--- src/rtl/if_fetch_stage_if.sv ---
`default_nettype none
// ============================================================================
// Module   : if_fetch_stage_if
// Purpose  : Instruction-memory request/response bus between the fetch
//            stage (master) and the instruction memory (slave).
// Revision : 1.0 - initial release
// ============================================================================
interface if_fetch_stage_if;
   logic        imem_req_o;
   logic [31:0] imem_addr_o;
   logic        imem_ack_i;
   logic [31:0] imem_data_i;

   modport master (
      output imem_req_o,
      output imem_addr_o,
      input  imem_ack_i,
      input  imem_data_i
   );

   modport slave (
      input  imem_req_o,
      input  imem_addr_o,
      output imem_ack_i,
      output imem_data_i
   );
endinterface
`default_nettype wire

--- src/rtl/if_fetch_stage.sv ---
`default_nettype none
// ============================================================================
// Module   : if_fetch_stage
// Purpose  : Instruction fetch stage. Keeps one memory access outstanding,
//            presents instructions to IF_ID through an output register backed
//            by a one-entry skid buffer, and handles branch redirects by
//            flushing held work and discarding any abandoned response.
// Revision : 1.0 - initial release
// ============================================================================
module if_fetch_stage #(
   parameter logic [31:0] RESET_PC = 32'h0000_0000
) (
   input  logic             clk_i,
   input  logic             rst_i,
   input  logic             hazard_i,
   input  logic             branch_i,
   input  logic [31:0]      branch_target_i,
   if_fetch_stage_if.master imem_if,
   output logic             valid_o,
   output logic [31:0]      pc_o,
   output logic [31:0]      inst_o
);

   typedef enum logic [1:0] {
      IDLE = 2'd0,
      REQ  = 2'd1,
      DROP = 2'd2
   } state_t;

   localparam logic [31:0] RESET_PC_ALIGNED = {RESET_PC[31:2], 2'b00};

   state_t      state_q,      state_d;
   logic [31:0] fetch_pc_q,   fetch_pc_d;
   logic [31:0] drop_addr_q,  drop_addr_d;
   logic        valid_q,      valid_d;
   logic [31:0] pc_q,         pc_d;
   logic [31:0] inst_q,       inst_d;
   logic        skid_valid_q, skid_valid_d;
   logic [31:0] skid_pc_q,    skid_pc_d;
   logic [31:0] skid_inst_q,  skid_inst_d;

   logic        ack_live;
   logic        consume;
   logic        out_free;

   // An ack only counts while a request is actually on the bus.
   assign ack_live = imem_if.imem_ack_i & (state_q != IDLE);
   assign consume  = valid_q & ~hazard_i & ~branch_i;
   // A response may go straight to the output only if nothing older is queued.
   assign out_free = (~valid_q | consume) & ~skid_valid_q;

   // In DROP the abandoned address stays on the bus until its ack arrives.
   assign imem_if.imem_req_o  = (state_q != IDLE);
   assign imem_if.imem_addr_o = (state_q == REQ)  ? fetch_pc_q  :
                                (state_q == DROP) ? drop_addr_q : 32'h0;

   assign valid_o = valid_q;
   assign pc_o    = pc_q;
   assign inst_o  = inst_q;

   // State and datapath registers, asynchronously cleared.
   always_ff @(posedge clk_i or posedge rst_i) begin
      if (rst_i) begin
         state_q      <= IDLE;
         fetch_pc_q   <= RESET_PC_ALIGNED;
         drop_addr_q  <= 32'h0;
         valid_q      <= 1'b0;
         pc_q         <= 32'h0;
         inst_q       <= 32'h0;
         skid_valid_q <= 1'b0;
         skid_pc_q    <= 32'h0;
         skid_inst_q  <= 32'h0;
      end else begin
         state_q      <= state_d;
         fetch_pc_q   <= fetch_pc_d;
         drop_addr_q  <= drop_addr_d;
         valid_q      <= valid_d;
         pc_q         <= pc_d;
         inst_q       <= inst_d;
         skid_valid_q <= skid_valid_d;
         skid_pc_q    <= skid_pc_d;
         skid_inst_q  <= skid_inst_d;
      end
   end

   // Next state: redirect first, then drain output/skid, then accept response.
   always_comb begin
      state_d      = state_q;
      fetch_pc_d   = fetch_pc_q;
      drop_addr_d  = drop_addr_q;
      valid_d      = valid_q;
      pc_d         = pc_q;
      inst_d       = inst_q;
      skid_valid_d = skid_valid_q;
      skid_pc_d    = skid_pc_q;
      skid_inst_d  = skid_inst_q;

      if (branch_i) begin
         // Flush everything held; any same-edge response belongs to the old path.
         valid_d      = 1'b0;
         pc_d         = 32'h0;
         inst_d       = 32'h0;
         skid_valid_d = 1'b0;
         fetch_pc_d   = branch_target_i & 32'hFFFF_FFFC;
         case (state_q)
            IDLE: state_d = REQ;
            REQ: begin
               if (ack_live) begin
                  state_d = REQ;
               end else begin
                  // Access still in flight: keep it on the bus until it completes.
                  state_d     = DROP;
                  drop_addr_d = fetch_pc_q;
               end
            end
            DROP:    state_d = ack_live ? REQ : DROP;
            default: state_d = IDLE;
         endcase
      end else begin
         if (consume) begin
            if (skid_valid_q) begin
               valid_d      = 1'b1;
               pc_d         = skid_pc_q;
               inst_d       = skid_inst_q;
               skid_valid_d = 1'b0;
            end else begin
               valid_d = 1'b0;
               pc_d    = 32'h0;
               inst_d  = 32'h0;
            end
         end

         case (state_q)
            IDLE: begin
               if (!skid_valid_d) begin
                  state_d = REQ;
               end
            end
            REQ: begin
               if (ack_live) begin
                  fetch_pc_d = fetch_pc_q + 32'd4;
                  if (out_free) begin
                     valid_d = 1'b1;
                     pc_d    = fetch_pc_q;
                     inst_d  = imem_if.imem_data_i;
                     state_d = REQ;
                  end else begin
                     // Output is occupied: park in the skid and stop fetching.
                     skid_valid_d = 1'b1;
                     skid_pc_d    = fetch_pc_q;
                     skid_inst_d  = imem_if.imem_data_i;
                     state_d      = IDLE;
                  end
               end
            end
            DROP: begin
               if (ack_live) begin
                  state_d = REQ;
               end
            end
            default: state_d = IDLE;
         endcase
      end
   end

endmodule
`default_nettype wire
--- src/flat_wrapper.sv ---
// flat-port wrapper written by rule: the top's interface ports become plain ports
module if_fetch_stage_flat 
#(
   parameter logic [31:0] RESET_PC = 32'h0000_0000
)
  (clk_i, rst_i, hazard_i, branch_i, branch_target_i, valid_o, pc_o, inst_o, imem_if_imem_req_o, imem_if_imem_addr_o, imem_if_imem_ack_i, imem_if_imem_data_i);
  if_fetch_stage_if imem_if_i ();
  input  logic clk_i;
  input  logic rst_i;
  input  logic hazard_i;
  input  logic branch_i;
  input  logic [31:0] branch_target_i;
  output logic valid_o;
  output logic [31:0] pc_o;
  output logic [31:0] inst_o;
  output wire logic [$bits(imem_if_i.imem_req_o)-1:0] imem_if_imem_req_o;
  output wire logic [$bits(imem_if_i.imem_addr_o)-1:0] imem_if_imem_addr_o;
  input wire logic [$bits(imem_if_i.imem_ack_i)-1:0] imem_if_imem_ack_i;
  input wire logic [$bits(imem_if_i.imem_data_i)-1:0] imem_if_imem_data_i;
  assign imem_if_imem_req_o = imem_if_i.imem_req_o;
  assign imem_if_imem_addr_o = imem_if_i.imem_addr_o;
  assign imem_if_i.imem_ack_i = imem_if_imem_ack_i;
  assign imem_if_i.imem_data_i = imem_if_imem_data_i;
  if_fetch_stage #(.RESET_PC(RESET_PC)) u_core (.clk_i(clk_i), .rst_i(rst_i), .hazard_i(hazard_i), .branch_i(branch_i), .branch_target_i(branch_target_i), .imem_if(imem_if_i), .valid_o(valid_o), .pc_o(pc_o), .inst_o(inst_o));
endmodule
--- config.mk ---
export PLATFORM = sky130hd
export DESIGN_NAME = if_fetch_stage_flat
export DESIGN_NICKNAME = d
export VERILOG_FILES = /design/src/rtl/if_fetch_stage_if.sv /design/src/rtl/if_fetch_stage.sv /design/src/flat_wrapper.sv
export SDC_FILE = /design/constraint.sdc
export NUM_CORES = 1
export LEC_CHECK = 0
export CAP_MARGIN = 5
export CELL_PAD_IN_SITES_DETAIL_PLACEMENT = 1
export CELL_PAD_IN_SITES_GLOBAL_PLACEMENT = 1
export CORE_ASPECT_RATIO = 1.4
export CORE_MARGIN = 1.5
export CORE_UTILIZATION = 44
export CTS_CLUSTER_SIZE = 16
export DETAILED_ROUTE_END_ITERATION = 16
export HOLD_SLACK_MARGIN = 0.08
export PLACE_DENSITY = 0.86
export SLEW_MARGIN = 20
export SYNTH_ARGS = -nofsm -noshare
export SYNTH_HDL_FRONTEND = slang
export SYNTH_SLANG_ARGS = --single-unit
--- constraint.sdc ---
create_clock -name clk_i -period 14.99 [get_ports clk_i]
set_clock_uncertainty 0.15 [all_clocks]
set_input_delay 2.2485 -clock clk_i [delete_from_list [all_inputs] [get_ports clk_i]]
set_output_delay 2.2485 -clock clk_i [all_outputs]
set_load 0.005 [all_outputs]
==> impl_metrics.tcl <==
set metrics [dict create \
    synth_cells 930 \
    critPathLaunchType "primary input" \
    grt_busiest_layer "met2" \
    synth_edf_count 0 \
    port_buffers 162 \
    synth_top_area_cell "dfrtp_1" \
    ir_drop_mv 0.0958 \
    crit_type "in2reg" \
    grt-ovfl-total 0 \
    worstPathRequired_ps 15150 \
    grt_util_met1 0.321 \
    leakagePower_uw 0.00469 \
    synth-seq-cells 190 \
    rows 62 \
    yosys_warnings 0 \
    status "completed" \
    cts_resized 0 \
    postPlaceCellArea_mm2 0.0108 \
    wire_per_inst_um 20.9 \
    vias 7660 \
    antenna_found_initial 1 \
    first_iter_violations 472 \
    max_freq_mhz 179 \
    boundaryPins 167 \
    drc_errors 0 \
    nets 1100 \
    async_flop_share 1.00 \
    grt_pass1_wl_um 45000 \
    clkSlewWorstSetupHoldPaths_ps 70 \
    h-tree-depth 4 \
    end_kind "flip-flop" \
    initial_core_util 0.447 \
    grt.total_usage 0.257 \
    cts_setup_buffers 0 \
    finalSetupViolCount 0 \
    syn2layout_area_growth_pct 24.9 \
    cp_data_arrival_time_ps 5740 \
    slowest_stage "buf_4" \
    syn_area_per_cell_um2 9.83 \
    place_congestion 0.833 \
    worst_pin_slew_ps 916 \
    core_mm2 0.0205 \
    slew_headroom 0.389 \
    crit_top_cell "buf_4" \
    grt_setup_unrepaired "false" \
    die-area_mm2 0.0217 \
    cts_tree "built" \
    first_pass_iters 5 \
    final.min_clock_period_ps 5580 \
    ant_nets 0 \
    grt_max_degree 132 \
    clkSinkCount 190 \
    cp_cell_sequence "buf_4 > buf_4 > inv_1 > nand2b_2 > buf_4 > nand2_1 > a311oi_1" \
    wirelength_um 27100 \
    clk_latency_ps 430 \
    fin_crit_sh 0.372 \
    post_synth_num_cell_types 53 \
    via_per_inst 5.92 \
    fin_tns_setup_ps 0 \
    synth_flop_cell "dfrtp_1" \
    hpwl_um 17500 \
    cts_hold_buf 0 \
    maxCapViolCount 0 \
    hp-class "reg2reg" \
    synth_area_mm2 0.00915 \
    dieWidth_um 125 \
    synth_top_area_share 0.520 \
    power.total_uw 1810 \
    cts_root_buf "clkbuf_16" \
    numCtsBuffers 17 \
    cpPeakStageDelay_ps 650 \
    clk_path_buf_depth 2 \
    grt_pass1_vias 8375 \
    synthTopCellsByArea "dfrtp_1, mux2_2, nand2_1" \
    die_y_um 174 \
    design_area_mm2 0.0114 \
    drv_slew 0 \
    yosysSeqAreaShare 0.520 \
    grtUsageMet2 0.452 \
    use_met3 0.0333 \
    power_density_mw_per_mm2 159 \
    path_max_fanout 67 \
    drive_gt1_frac 0.135 \
    hold_viol_final 0 \
]
-- kinds of logic after synthesis --
| kind of cell | synth area share |
|---|---|
| buf+inv | 0.0451 |
| fa+ha+maj | 0.00684 |
| compound gates | 0.120 |
| simple gates | 0.188 |
| mux | 0.108 |
| xor+xnor | 0.0115 |
| flops | 0.520 |
| other cells | 0.000410 |
-- per-layer routing --
layer | vias up | routed length [µm]
met3 | 46 | 823
met2 | 190 | 14100
li1 | 3493 | -
met4 | 0 | 789
met5 | - | 0
met1 | 3931 | 11400
-- critical path: cells and delay by family --
kind	cells	cell delay [ps]
buffers and inverters	4	2380
AND/OR/NAND/NOR	2	710
AO/OA/AOI/OAI	1	340
-- flip-flops by register name (all words and copies together), names as in the netlist --
| signal | count |
|---|---|
| u_core.skid_valid_q | 1 |
| u_core.drop_addr_q | 30 |
| u_core.skid_inst_q | 32 |
| u_core.state_q | 2 |
| u_core.skid_pc_q | 30 |
| u_core.inst_o | 32 |
| u_core.pc_o | 32 |
| u_core.fetch_pc_q | 30 |
| u_core.valid_o | 1 |
-- synth_stat cells (8+ instances only) --
cell type	count
inv_1	11
or4_1	9
mux2_2	87
nand4_1	13
xnor2_1	8
a31oi_1	9
o21ai_0	51
dfrtp_1	190
a311oi_1	62
nand3_1	80
clkbuf_1	81
nor2_1	79
nand2_1	154
-- final timing paths --
check | start | end | cells after the start | slack (ps)
max | branch_i | u_core.pc_o[29] | 7 | 9410
min | u_core.drop_addr_q[18] | u_core.drop_addr_q[18] | 2 | 340
max reg2reg | u_core.state_q[1] | u_core.skid_pc_q[3] | 7 | 11090
min reg2reg | u_core.drop_addr_q[18] | u_core.drop_addr_q[18] | 2 | 340
max in group asynchronous | rst_i | u_core.skid_valid_q | 3 | 11020
min in group asynchronous | rst_i | u_core.skid_inst_q[4] | 2 | 2260
-- power by group --
part | switching [µW] | leakage (µW) | internal (µW) | total (µW)
Combinational | 272 | 0.00192 | 307 | 579
Clock | 205 | 0.000280 | 256 | 461
Sequential | 106 | 0.00249 | 665 | 771
Total | 583 | 0.00469 | 1230 | 1810
-- layout make-up --
class / instances / area (µm²)
fillers: 2230 / 9060
flip-flops and latches: 190 / 4760
diodes: 1 / 2.50
multi-input cells: 635 / 4020
clock inverters: 11 / 131
well taps: 256 / 320
repair buffers: 171 / 1690
inverters: 11 / 48.8
clock buffers: 20 / 457
-- through the flow --
| step | hold WS (ps) | setup slack [ps] | utilization | cells |
|---|---|---|---|---|
| 6_report | 337 | 9410 | 0.558 | 1295 |
| 5_1_grt | 355 | 9060 | 0.558 | 1295 |
| 4_1_cts | 338 | 9400 | 0.557 | 1294 |
| 3_5_place_dp | 321 | 8950 | 0.528 | 1263 |
| 3_3_place_gp | 313 | 9080 | 0.528 | 1263 |
| 2_1_floorplan | 300 | 7420 | - | 931 |
-- layout by cell type, fill, tap and decap left out, drive strengths merged, types with 9 or more instances in the layout --
cell type and instances:
dfrtp 190, mux2 87, a31oi 9, clkbuf 20
nand2 154, a311oi 62, clkdlybuf4s50 161, nor2 79
nand3 80, buf 10, inv 14, or4 9
o21ai 51, nand4 14
No activity file was read; power rests on OpenSTA's default activity.
